==> src/rtl/scan_display_pkg.sv <==
// Shared definitions for the multiplexed value display: read FSM states,
// hex-to-segment glyph table and the all-off segment pattern.
package scan_display_pkg;

  typedef enum logic [1:0] {
    ST_IDLE  = 2'd0,
    ST_FETCH = 2'd1,
    ST_DONE  = 2'd2
  } rd_state_t;

  // All segments off (active-low), decimal point off.
  localparam logic [7:0] SEG_BLANK = 8'hFF;

  // Active-low glyphs, bit7 = dp (always off), bits6..0 = g..a.
  // Element k of the packed array is the glyph for hex digit k.
  localparam logic [15:0][7:0] HEX_SEG = {
    8'h8E, 8'h86, 8'hA1, 8'hC6,   // F E D C
    8'h83, 8'h88, 8'h90, 8'h80,   // B A 9 8
    8'hF8, 8'h82, 8'h92, 8'h99,   // 7 6 5 4
    8'hB0, 8'hA4, 8'hF9, 8'hC0    // 3 2 1 0
  };

endpackage

==> src/rtl/value_scan_display_hex7seg.sv <==
// Combinational hex digit to active-low seven-segment glyph decoder.
module hex7seg
  import scan_display_pkg::*;
(
  input  logic [3:0] value,
  output logic [7:0] seg_n
);

  assign seg_n = HEX_SEG[value];

endmodule

==> src/rtl/value_scan_display.sv <==
// Multiplexed display of N 4-bit values. Each digit slot lasts SCAN_DIV
// clocks; in the first cycle of a slot the digits are blanked and one value
// is fetched from an external responder into a local buffer.
// Optional feature: define VALUE_SCAN_BLINK_SEL_EN to blink the digit
// selected by sel_valid/sel_idx using a free-running counter's MSB.
//
// Read FSM:
//   state | meaning
//   IDLE  | waiting for the next slot start
//   FETCH | rd_req high, waiting for rd_ack (times out in last slot cycle)
//   DONE  | read finished or abandoned, rest of slot idles
module value_scan_display #(
  parameter int N        = 8,
  parameter int SCAN_DIV = 50000,
  parameter int BLINK_W  = 24
) (
  input  logic         clk,
  input  logic         rst_n,
  output logic         rd_req,
  output logic [2:0]   rd_idx,
  input  logic         rd_ack,
  input  logic [3:0]   rd_data,
  input  logic         sel_valid,
  input  logic [2:0]   sel_idx,
  output logic [7:0]   seg_n,
  output logic [N-1:0] an_n
);

  import scan_display_pkg::*;

  localparam int              CNT_W    = (SCAN_DIV > 1) ? $clog2(SCAN_DIV) : 1;
  localparam logic [CNT_W-1:0] CNT_LAST = CNT_W'(SCAN_DIV - 1);
  localparam logic [2:0]      PTR_LAST = 3'(N - 1);

  logic [CNT_W-1:0] cnt;
  logic             slot_start;
  logic             slot_end;
  logic [2:0]       ptr;

  rd_state_t        state;
  rd_state_t        state_nxt;
  logic             cap_en;

  // Buffer sized for the full 3-bit index space; entries >= N are never written.
  logic [3:0]       vals [8];
  logic [3:0]       cur_val;
  logic [7:0]       glyph;
  logic [N-1:0]     an_scan;

  assign slot_start = (cnt == '0);
  assign slot_end   = (cnt == CNT_LAST);

  // Slot prescaler: counts 0..SCAN_DIV-1, slot 0 starts right at reset release.
  always_ff @(posedge clk or negedge rst_n) begin
    if (!rst_n) begin
      cnt <= '0;
    end else if (slot_end) begin
      cnt <= '0;
    end else begin
      cnt <= cnt + CNT_W'(1);
    end
  end

  // Digit pointer advances at each slot end and wraps after the last digit.
  always_ff @(posedge clk or negedge rst_n) begin
    if (!rst_n) begin
      ptr <= '0;
    end else if (slot_end) begin
      ptr <= (ptr == PTR_LAST) ? 3'd0 : ptr + 3'd1;
    end
  end

  // FSM state register.
  always_ff @(posedge clk or negedge rst_n) begin
    if (!rst_n) begin
      state <= ST_IDLE;
    end else begin
      state <= state_nxt;
    end
  end

  // FSM next-state: a timed-out fetch lands in DONE exactly at the next slot
  // start, so DONE also launches the next fetch when cnt is 0.
  always_comb begin
    state_nxt = state;
    unique case (state)
      ST_IDLE: begin
        if (slot_start) state_nxt = ST_FETCH;
      end
      ST_FETCH: begin
        if (rd_ack || slot_end) state_nxt = ST_DONE;
      end
      ST_DONE: begin
        if (slot_start)    state_nxt = ST_FETCH;
        else if (slot_end) state_nxt = ST_IDLE;
      end
      default: state_nxt = ST_IDLE;
    endcase
  end

  // FSM outputs: request while fetching, capture only on an ack in FETCH.
  always_comb begin
    rd_req = (state == ST_FETCH);
    cap_en = (state == ST_FETCH) && rd_ack;
  end

  // Request index is latched at slot start and held for the whole slot.
  always_ff @(posedge clk or negedge rst_n) begin
    if (!rst_n) begin
      rd_idx <= '0;
    end else if (slot_start) begin
      rd_idx <= ptr;
    end
  end

  // Value buffer: written only by an acknowledged fetch.
  always_ff @(posedge clk or negedge rst_n) begin
    if (!rst_n) begin
      for (int i = 0; i < 8; i++) begin
        vals[i] <= 4'h0;
      end
    end else if (cap_en) begin
      vals[rd_idx] <= rd_data;
    end
  end

  assign cur_val = vals[ptr];

  hex7seg u_hex7seg (
    .value (cur_val),
    .seg_n (glyph)
  );

  // Segments are forced off for as long as reset is held.
  assign seg_n = rst_n ? glyph : SEG_BLANK;

  // Digit enable: blank in slot cycle 0, otherwise only the current digit.
  always_comb begin
    if (slot_start) begin
      an_scan = '1;
    end else begin
      an_scan = ~(N'(1) << ptr);
    end
  end

`ifdef VALUE_SCAN_BLINK_SEL_EN
  localparam logic [3:0] N_L = 4'(N);

  logic [BLINK_W-1:0] blink_cnt;
  logic [N-1:0]       blink_mask;

  // Free-running blink counter; its MSB is the blink phase.
  always_ff @(posedge clk or negedge rst_n) begin
    if (!rst_n) begin
      blink_cnt <= '0;
    end else begin
      blink_cnt <= blink_cnt + BLINK_W'(1);
    end
  end

  // Blank the selected digit during the MSB-high phase; out-of-range index is ignored.
  always_comb begin
    blink_mask = '0;
    if (sel_valid && blink_cnt[BLINK_W-1] && ({1'b0, sel_idx} < N_L)) begin
      blink_mask = N'(1) << sel_idx;
    end
  end

  assign an_n = an_scan | blink_mask;
`else
  logic unused_sel;
  assign unused_sel = ^{sel_valid, sel_idx};
  assign an_n       = an_scan;
`endif

endmodule

==> config.mk <==
export PLATFORM = sky130hd
export DESIGN_NAME = value_scan_display
export DESIGN_NICKNAME = d
export VERILOG_FILES = /design/src/rtl/scan_display_pkg.sv /design/src/rtl/value_scan_display_hex7seg.sv /design/src/rtl/value_scan_display.sv
export SDC_FILE = /design/constraint.sdc
export NUM_CORES = 1
export LEC_CHECK = 0
export ABC_AREA = 1
export BUFFER_PORTS_ARGS = -buffer_cell sky130_fd_sc_hd__buf_2
export CAP_MARGIN = 25
export CORE_UTILIZATION = 35
export CTS_BUF_LIST = sky130_fd_sc_hd__clkbuf_2 sky130_fd_sc_hd__clkbuf_4 sky130_fd_sc_hd__clkbuf_8
export CTS_CLUSTER_DIAMETER = 40
export CTS_CLUSTER_SIZE = 30
export DETAILED_ROUTE_END_ITERATION = 8
export RECOVER_POWER = 100
export SLEW_MARGIN = 20
export SYNTH_ARGS = -nofsm -noshare
export SYNTH_HDL_FRONTEND = slang
export SYNTH_SLANG_ARGS = --single-unit
export TNS_END_PERCENT = 20
==> constraint.sdc <==
create_clock -name clk -period 2 [get_ports clk]
set_clock_uncertainty 0.15 [all_clocks]
set_input_delay 0.2 -clock clk [delete_from_list [all_inputs] [get_ports clk]]
set_output_delay 0.2 -clock clk [all_outputs]
set_load 0.01 [all_outputs]
==> impl_metrics.toml, run 1 <==
[run_status]
outcome = "finished, violations left"
violations = "setup timing"

[placed_design]
dp_hpwl_um = 6040
pre_cts_ws_ps = -133
gp_congestion = 0.874
place_area_mm2 = 0.00373
portBuffers = 25

[setup_path]
cp_top_family = "simple AND/OR/NAND/NOR gates"
r2r_start = "state[0]"
reg2reg_slack_ps = 150
worstPathArrival_ps = 2070
end_kind = "primary output"
r2r-end = "vals[20]"
cp_num_buf_inv = 3
critPathLaunchType = "register"
reg2reg_depth = 7
crit_type = "reg2out"
slowest_stage = "dfrtp_2"
worst_ep_required_time_ps = 1650
slowest_delay_ps = 510
cp_max_fo = 6
crit_chain = "inv_2, nand2_1, nand3_2, nand3_2, nand2_4, inv_4, ha_4, nand3_4, nand2_2, nand2_1, nand3_1, buf_2"

[clocking]
h-tree-depth = 2
clkSlewWorstSetupHoldPaths_ps = 100
clkSinkCount = 56
cts_made_buffers = 5
cts_tree = "built"
cts_root_buf = "clkbuf_8"
clk_latency_ps = 300
cts_buffer_depth = 2

[finish]
final_area_mm2 = 0.00429
final_common_cell = "nand2_1"
num-nets-final = 526
final_util = 0.460
layout_common_cells = "96 x nand2_1, 62 x inv_1, 55 x dfrtp_1"
drive_above_1_share = 0.270
num_antenna_cells = 0
area_growth_pct = 26.3

[drt]
viasPerCell = 4.90
ant_nets = 0
wl_met3_um = 390
drc = 0
met2_length_um = 4470
wire_per_inst_um = 13.9
wl_um = 8770
drt-initial-drc-count = 143
drt-met1-wl_um = 3830
routed.top_layer = "met4"
dr.pass1.iters = 4
via_count = 3099

[sta]
rsz0062_at_grt = "yes"
slew_viol_final = 0
relSlewSlack = 0.261
setup_viol = 13
tightestPinTransition_ps = 1110
hold_viol_final = 0
max_freq_mhz = 413
whs_ps = 82.6
period_minus_slack_ps = 2420
fin_crit_sh = 1.21
setup_ws_ps = -424

[yosys]
syn_inst = 453
synthesis.area_mm2 = 0.00339
synth_warnings = 0
synth-seq-area-share = 0.413
syn_nets = 477
ys_ff_latch = 56
syn-mean-instance-area_um2 = 7.49
ys_types = 30

[floorplanning]
die_w_um = 100
die_area_mm2 = 0.0101
rows = 35
start_util = 0.364
pin_count = 31
core_area_mm2 = 0.00933
die_h_um = 100

[run]
cap_violations = 0

[power_and_ir_drop]
ir_drop_v = 0.000240
p_per_area_mw_per_mm2 = 434
p_leak_nw = 2.10
power.total_mw = 1.86

[global_route]
grtUsageTotal = 0.178
grt_max_degree = 37
overflow = 0
grt_pass1_wl_um = 14100
antenna_found_initial = 0
grt_pass1_vias = 2962

[worst_hold_path]
hold_class = "in2reg"
hold_end = "vals[29]"
hold_depth = 3
min_from = "rd_data[1]"
routing by layer:
metal | track usage | vias up
met4 | 0.0424 | 0
met3 | 0.0277 | 10
met1 | 0.228 | 1495
met2 | 0.316 | 66
li1 | - | 1528
met5 | 0 | -
cells in the mapped netlist (all sizes together):
cell,instances,share of area
a21oi,9,0.013
ha,13,0.048
dfrtp,56,0.41
nand4,5,0.0092
nor3,11,0.022
nand2,124,0.14
o211ai,1,0.0022
nand3,63,0.11
o21ai,34,0.050
conb,1,0.0011
nor2,42,0.058
clkbuf,4,0.0044
nand3b,1,0.0022
xnor2,1,0.0026
xor2,6,0.015
nor4,3,0.0055
buf,8,0.021
inv,71,0.079
power breakdown:
| part | internal, mW | switching (mW) | total [mW] |
|---|---|---|---|
| Sequential | 1.13 | 0 | 1.13 |
| Combinational | 0.0123 | 0.0455 | 0.0578 |
| Clock | 0.311 | 0.362 | 0.673 |
worst register-to-register path, delay by kind of cell (launching register included):
family                 cells  cell delay (ps)
AND/OR/NAND/NOR            4              810
buffers and inverters      2              220
AO/OA/AOI/OAI              1              140
flip-flops                 1              400
registers in the layout, indices dropped and copies added, names as in the netlist:
register,count
vals,32
cnt,16
ptr,3
rd_idx,3
state,2
timing repair:
action                                 4_1_cts  5_1_grt
hold buffers                                 1        0
setup buffers                                7        0
endpoints found under the hold margin       56        0
pin swaps                                   23       22
resized for setup                           48       48
gates cloned                                 3        1
setup endpoints to repair                   15       15
worst max-delay path by stage:
stage | startpoint | endpoint | slack, ps | cells past startpoint
2_1_floorplan | ptr[1] | seg_n[2] | 10 | 10
3_5_place_dp | ptr[0] | seg_n[5] | -130 | 12
6_report | ptr[0] | seg_n[5] | -420 | 12
5_1_grt | ptr[0] | seg_n[5] | -510 | 12
3_3_place_gp | ptr[0] | seg_n[5] | -110 | 12
4_1_cts | ptr[0] | seg_n[2] | -350 | 11
per-stage QoR:
step | cells | TNS (ps)
detailed placement | 612 | -693
global route | 632 | -4710
CTS | 631 | -2700
global placement | 612 | -481
finish | 632 | -2850
floorplan | 453 | 0
logic make-up after synthesis:
family          after synthesis  synth area share
compound gates               44            0.0656
fa+ha+maj                    13            0.0479
flops                        56             0.413
buf+inv                      83             0.104
xor+xnor                      7            0.0181
other cells                   1           0.00111
simple gates                249             0.350
final cells by class:
class,instances,area (um2)
clock buffer,8,97.6
fill,904,5040
inverter,71,277
multi-input combinational,316,1950
sequential,56,1400
tap,129,161
timing repair buffer,51,390
timing repair inverter,1,3.75
Power figures use the tool's default switching activity.
==> run 2, diff against run 1 <==
--- a/config.mk
+++ b/config.mk
@@ -14,6 +14,7 @@
 export CTS_CLUSTER_SIZE = 30
 export DETAILED_ROUTE_END_ITERATION = 8
 export RECOVER_POWER = 100
+export REMOVE_ABC_BUFFERS = 1
 export SLEW_MARGIN = 20
 export SYNTH_ARGS = -nofsm -noshare
 export SYNTH_HDL_FRONTEND = slang
==> impl_metrics.toml, run 2 (same netlist as run 1, synthesis figures left out) <==
[floorplanning]
rows = 35
die_w_um = 100
die_area_mm2 = 0.0101
start_util = 0.364
core_area_mm2 = 0.00933
pin_count = 31
die_h_um = 100

[power_and_ir_drop]
ir_drop_v = 0.000327
p_leak_nw = 1.92
p_per_area_mw_per_mm2 = 473

[setup_path]
worst_ep_required_time_ps = 1650
critPathLaunchType = "register"
cp_max_fo = 6
worstPathArrival_ps = 2060
crit_type = "reg2out"
end_kind = "primary output"

[worst_hold_path]
hold_class = "in2async"

[placed_design]
gp_congestion = 0.908
dp_hpwl_um = 6000
pre_cts_ws_ps = -128
portBuffers = 25

[global_route]
overflow = 0
grt_pass1_wl_um = 14200
antenna_found_initial = 0
grt_pass1_vias = 2995
grt_max_degree = 57
grtUsageTotal = 0.179

[clocking]
cts_buffer_depth = 2
hold_buffers = 0
h-tree-depth = 2
cts_root_buf = "clkbuf_8"
clk_latency_ps = 310
clkSlewWorstSetupHoldPaths_ps = 100
cts_tree = "built"
cts_made_buffers = 5
clkSinkCount = 56

[drt]
dr.pass1.iters = 4
drt-initial-drc-count = 91
wire_per_inst_um = 13.7
via_count = 3043
wl_um = 8590
ant_nets = 0
drc = 0
viasPerCell = 4.84

[finish]
largest_reg_flops = 32
final_util = 0.441
layout_common_cells = "108 x nand2_1, 60 x inv_1, 54 x dfrtp_1"
num_antenna_cells = 0
area_growth_pct = 21.3
drive_above_1_share = 0.240
reg_top3 = "vals (32), cnt (16)"
final_common_cell = "nand2_1"
num-fill-cells = 963
top_register = "vals"
num-nets-final = 523

[run_status]
outcome = "finished, violations left"
violations = "setup timing"

[sta]
setup_ws_ps = -407
period_minus_slack_ps = 2410
tightestPinTransition_ps = 725
fin_crit_sh = 1.20
setup_viol = 7
slew_viol_final = 0
hold_viol_final = 0
rsz0062_at_grt = "yes"
max_freq_mhz = 415
relSlewSlack = 0.517

[run]
cap_violations = 0
[run 2: through the flow]
stage               std cells  TNS (ps)  power, mW  cell area, um2  hold slack, ps
floorplan                 441      -685       1.16            3310            -246
global placement          616      -492       1.21            3750             329
detailed placement        616      -666       1.21            3750             337
CTS                       629     -2520       1.97            4110            28.8
global route              629     -3990       2.01            4120            71.0
finish                    629     -2640       1.95            4120            3.78
[run 2: worst max-delay path, cell delays in order (launching register included)]
cell,delay [ps]
dfrtp_2,480
clkinvlp_4,230
nand2_2,110
nand3_2,70
nand3_2,90
nand2_4,100
buf_6,140
ha_4,150
nand3_2,60
nand2_1,50
nand2_1,50
nand3_1,60
buf_2,140
[run 2: cell type report]
type | instances | area (um2) | area share
tap | 129 | 161 | 0.0392
timing repair inverter | 1 | 7.51 | 0.00182
multi-input combinational | 315 | 1840 | 0.447
sequential | 56 | 1400 | 0.341
clock inverter | 2 | 35.0 | 0.00851
inverter | 71 | 274 | 0.0666
clock buffer | 6 | 76.3 | 0.0185
timing repair buffer | 49 | 318 | 0.0772
[run 2: final timing paths]
path | startpoint | to | slack (ps) | cells past startpoint
max in group asynchronous | rst_n | cnt[10] | 1160 | 2
min | rst_n | vals[10] | 4 | 2
min in group clk | rd_data[1] | vals[29] | 70 | 3
max reg2reg | cnt[0] | cnt[10] | 130 | 8
min reg2reg | cnt[0] | cnt[0] | 350 | 1
max | ptr[0] | seg_n[0] | -410 | 12
[run 2: where the power goes]
group / total (mW) / internal (mW) / switching (mW)
Sequential: 1.13 / 1.13 / 0
Clock: 0.760 / 0.386 / 0.374
Combinational: 0.0532 / 0.00988 / 0.0433
Total: 1.95 / 1.53 / 0.417
[run 2: what timing repair did]
| action | CTS | global route |
|---|---|---|
| endpoints found under the setup margin | 13 | 14 |
| gates resized for setup | 51 | 25 |
| setup buffers | 6 | 0 |
| endpoints found under the hold margin | 0 | 0 |
| gates cloned | 2 | 0 |
| pin swaps | 19 | 12 |
[run 2: per-layer routing]
| metal | share of wire | vias up | GRT usage |
|---|---|---|---|
| met5 | 0 | - | 0 |
| met4 | 0.014 | 0 | 0.0457 |
| met3 | 0.029 | 12 | 0.0236 |
| met2 | 0.51 | 45 | 0.333 |
| met1 | 0.44 | 1465 | 0.218 |
| li1 | - | 1521 | - |
==> run 3, diff against run 2 <==
==> constraint.sdc (replaced) <==
create_clock -name clk -period 2.5 [get_ports clk]
set_clock_uncertainty 0.15 [all_clocks]
set_input_delay 0.25 -clock clk [delete_from_list [all_inputs] [get_ports clk]]
set_output_delay 0.25 -clock clk [all_outputs]
set_load 0.01 [all_outputs]
==> impl_metrics.toml, run 3 (same netlist as run 1, synthesis figures left out) <==
[run_status]
outcome = "complete, no violations"

[worst_hold_path]
hold_class = "in2reg"
hold_end = "vals[25]"
hold_depth = 3
min_from = "rd_data[1]"

[power_and_ir_drop]
clock_power_share = 0.393
power_frac_comb = 0.028
power.net_switching_uw = 353
p_int_mw = 1.21
p_seq_frac = 0.579
p_leak_nw = 1.96
ir_drop_v = 0.000252
switching_share = 0.226
power.total_mw = 1.56
p_per_area_mw_per_mm2 = 382

[clocking]
h-tree-depth = 2
cts_tree = "built"
clkSinkCount = 56
clkSlewWorstSetupHoldPaths_ps = 110
clk_latency_ps = 320
cts_root_buf = "clkbuf_8"
cts_buffer_depth = 2
cts_made_buffers = 5

[sta]
fin_crit_sh = 1.00
hold_viol_final = 0
tightestPinTransition_ps = 850
setup_viol = 0
tns_ps = 0
rsz0062_at_grt = "yes"
relSlewSlack = 0.429
max_freq_mhz = 400
period_minus_slack_ps = 2500
slew_viol_final = 0
whs_ps = 119

[setup_path]
r2r_start = "state[0]"
reg2reg_depth = 5
crit_type = "reg2out"
reg2reg_slack_ps = 380
worstPathArrival_ps = 2100
critPathLaunchType = "register"
r2r-end = "vals[3]"
cp_max_fo = 8
end_kind = "primary output"
worst_ep_required_time_ps = 2100

[global_route]
grtUsageTotal = 0.164
antenna_found_initial = 0
grt_pass1_vias = 2793
overflow = 0
grt_max_degree = 42
grt_pass1_wl_um = 13100

[finish]
num-nets-final = 517
final_area_mm2 = 0.00409
largest_reg_flops = 32
area_growth_pct = 20.6
drive_above_1_share = 0.219
top_register = "vals"
layout_common_cells = "98 x nand2_1, 64 x inv_1, 55 x dfrtp_1"
finalNonFillerCells = 623
reg_top3 = "vals (32), cnt (16)"
num_antenna_cells = 0
final_common_cell = "nand2_1"

[floorplanning]
die_h_um = 100
die_w_um = 100
core_area_mm2 = 0.00933
die_area_mm2 = 0.0101
pin_count = 31
rows = 35
start_util = 0.364

[placed_design]
dp_hpwl_um = 5710
gp_congestion = 0.915
placed_cells = 601
portBuffers = 25
place_area_mm2 = 0.00364

[drt]
dr.pass1.iters = 4
via_count = 2959
drt-initial-drc-count = 92
ant_nets = 0
viasPerCell = 4.75
drc = 0
wire_per_inst_um = 13.7
wl_um = 8510

[run]
cap_violations = 0
==> run 3: through the flow <==
stage	utilization	worst slack (ps)
after floorplan	-	268
after global placement	0.390	250
after detailed placement	0.390	235
after CTS	0.409	8.91
after global routing	0.439	-51.0
final	0.439	1.18
==> run 3: cell type report <==
type,count,area [um2]
repair buffers,43,294
repair inverters,1,6.26
well taps,129,161
fillers,940,5240
multi-input cells,315,1840
flip-flops and latches,56,1400
inverters,71,277
clock inverters,3,42.5
clock buffers,5,68.8
==> run 3: critical path, stage by stage, from the launching register on <==
cell,delay [ps]
dfrtp_2,490
buf_8,180
nand2_2,70
nand3_2,100
nand2_2,80
nand2_2,80
nand2_4,80
ha_4,190
inv_2,70
nand3_2,90
nand3_1,100
nand3_1,80
buf_2,160
==> run 3: what timing repair did <==
| item | CTS | global route |
|---|---|---|
| cloned | 0 | 3 |
| pin swaps | 1 | 19 |
| buffers inserted | 5 | 5 |
| hold endpoints to repair | 15 | 0 |
| gates resized for setup | 6 | 66 |
| setup endpoints to repair | 6 | 7 |
| hold buffers | 1 | 0 |
==> run 3: worst max path at each step <==
stage                       from  cells past startpoint        to
final                     ptr[0]                     12  seg_n[0]
after global routing      ptr[0]                     12  seg_n[6]
after CTS                 ptr[0]                     12  seg_n[5]
after detailed placement  ptr[0]                     12  seg_n[5]
after global placement    ptr[0]                     12  seg_n[6]
after floorplan           ptr[0]                      9  seg_n[2]
==> run 3: per-layer routing <==
layer	part of all wire	track usage	vias up
met1	0.46	0.209	1398
met2	0.50	0.285	43
li1	-	-	1509
met3	0.030	0.0270	9
met5	0	0	-
met4	0.013	0.0546	0
==> run 3: power by group through the flow <==
stage	sequential, mW	clock (mW)	combinational [mW]
final	0.905	0.616	0.0439
after global routing	0.905	0.665	0.0504
after CTS	0.905	0.632	0.0465
after detailed placement	0.923	0	0.0451
after global placement	0.923	0	0.0447
after floorplan	0.923	0	0.00469
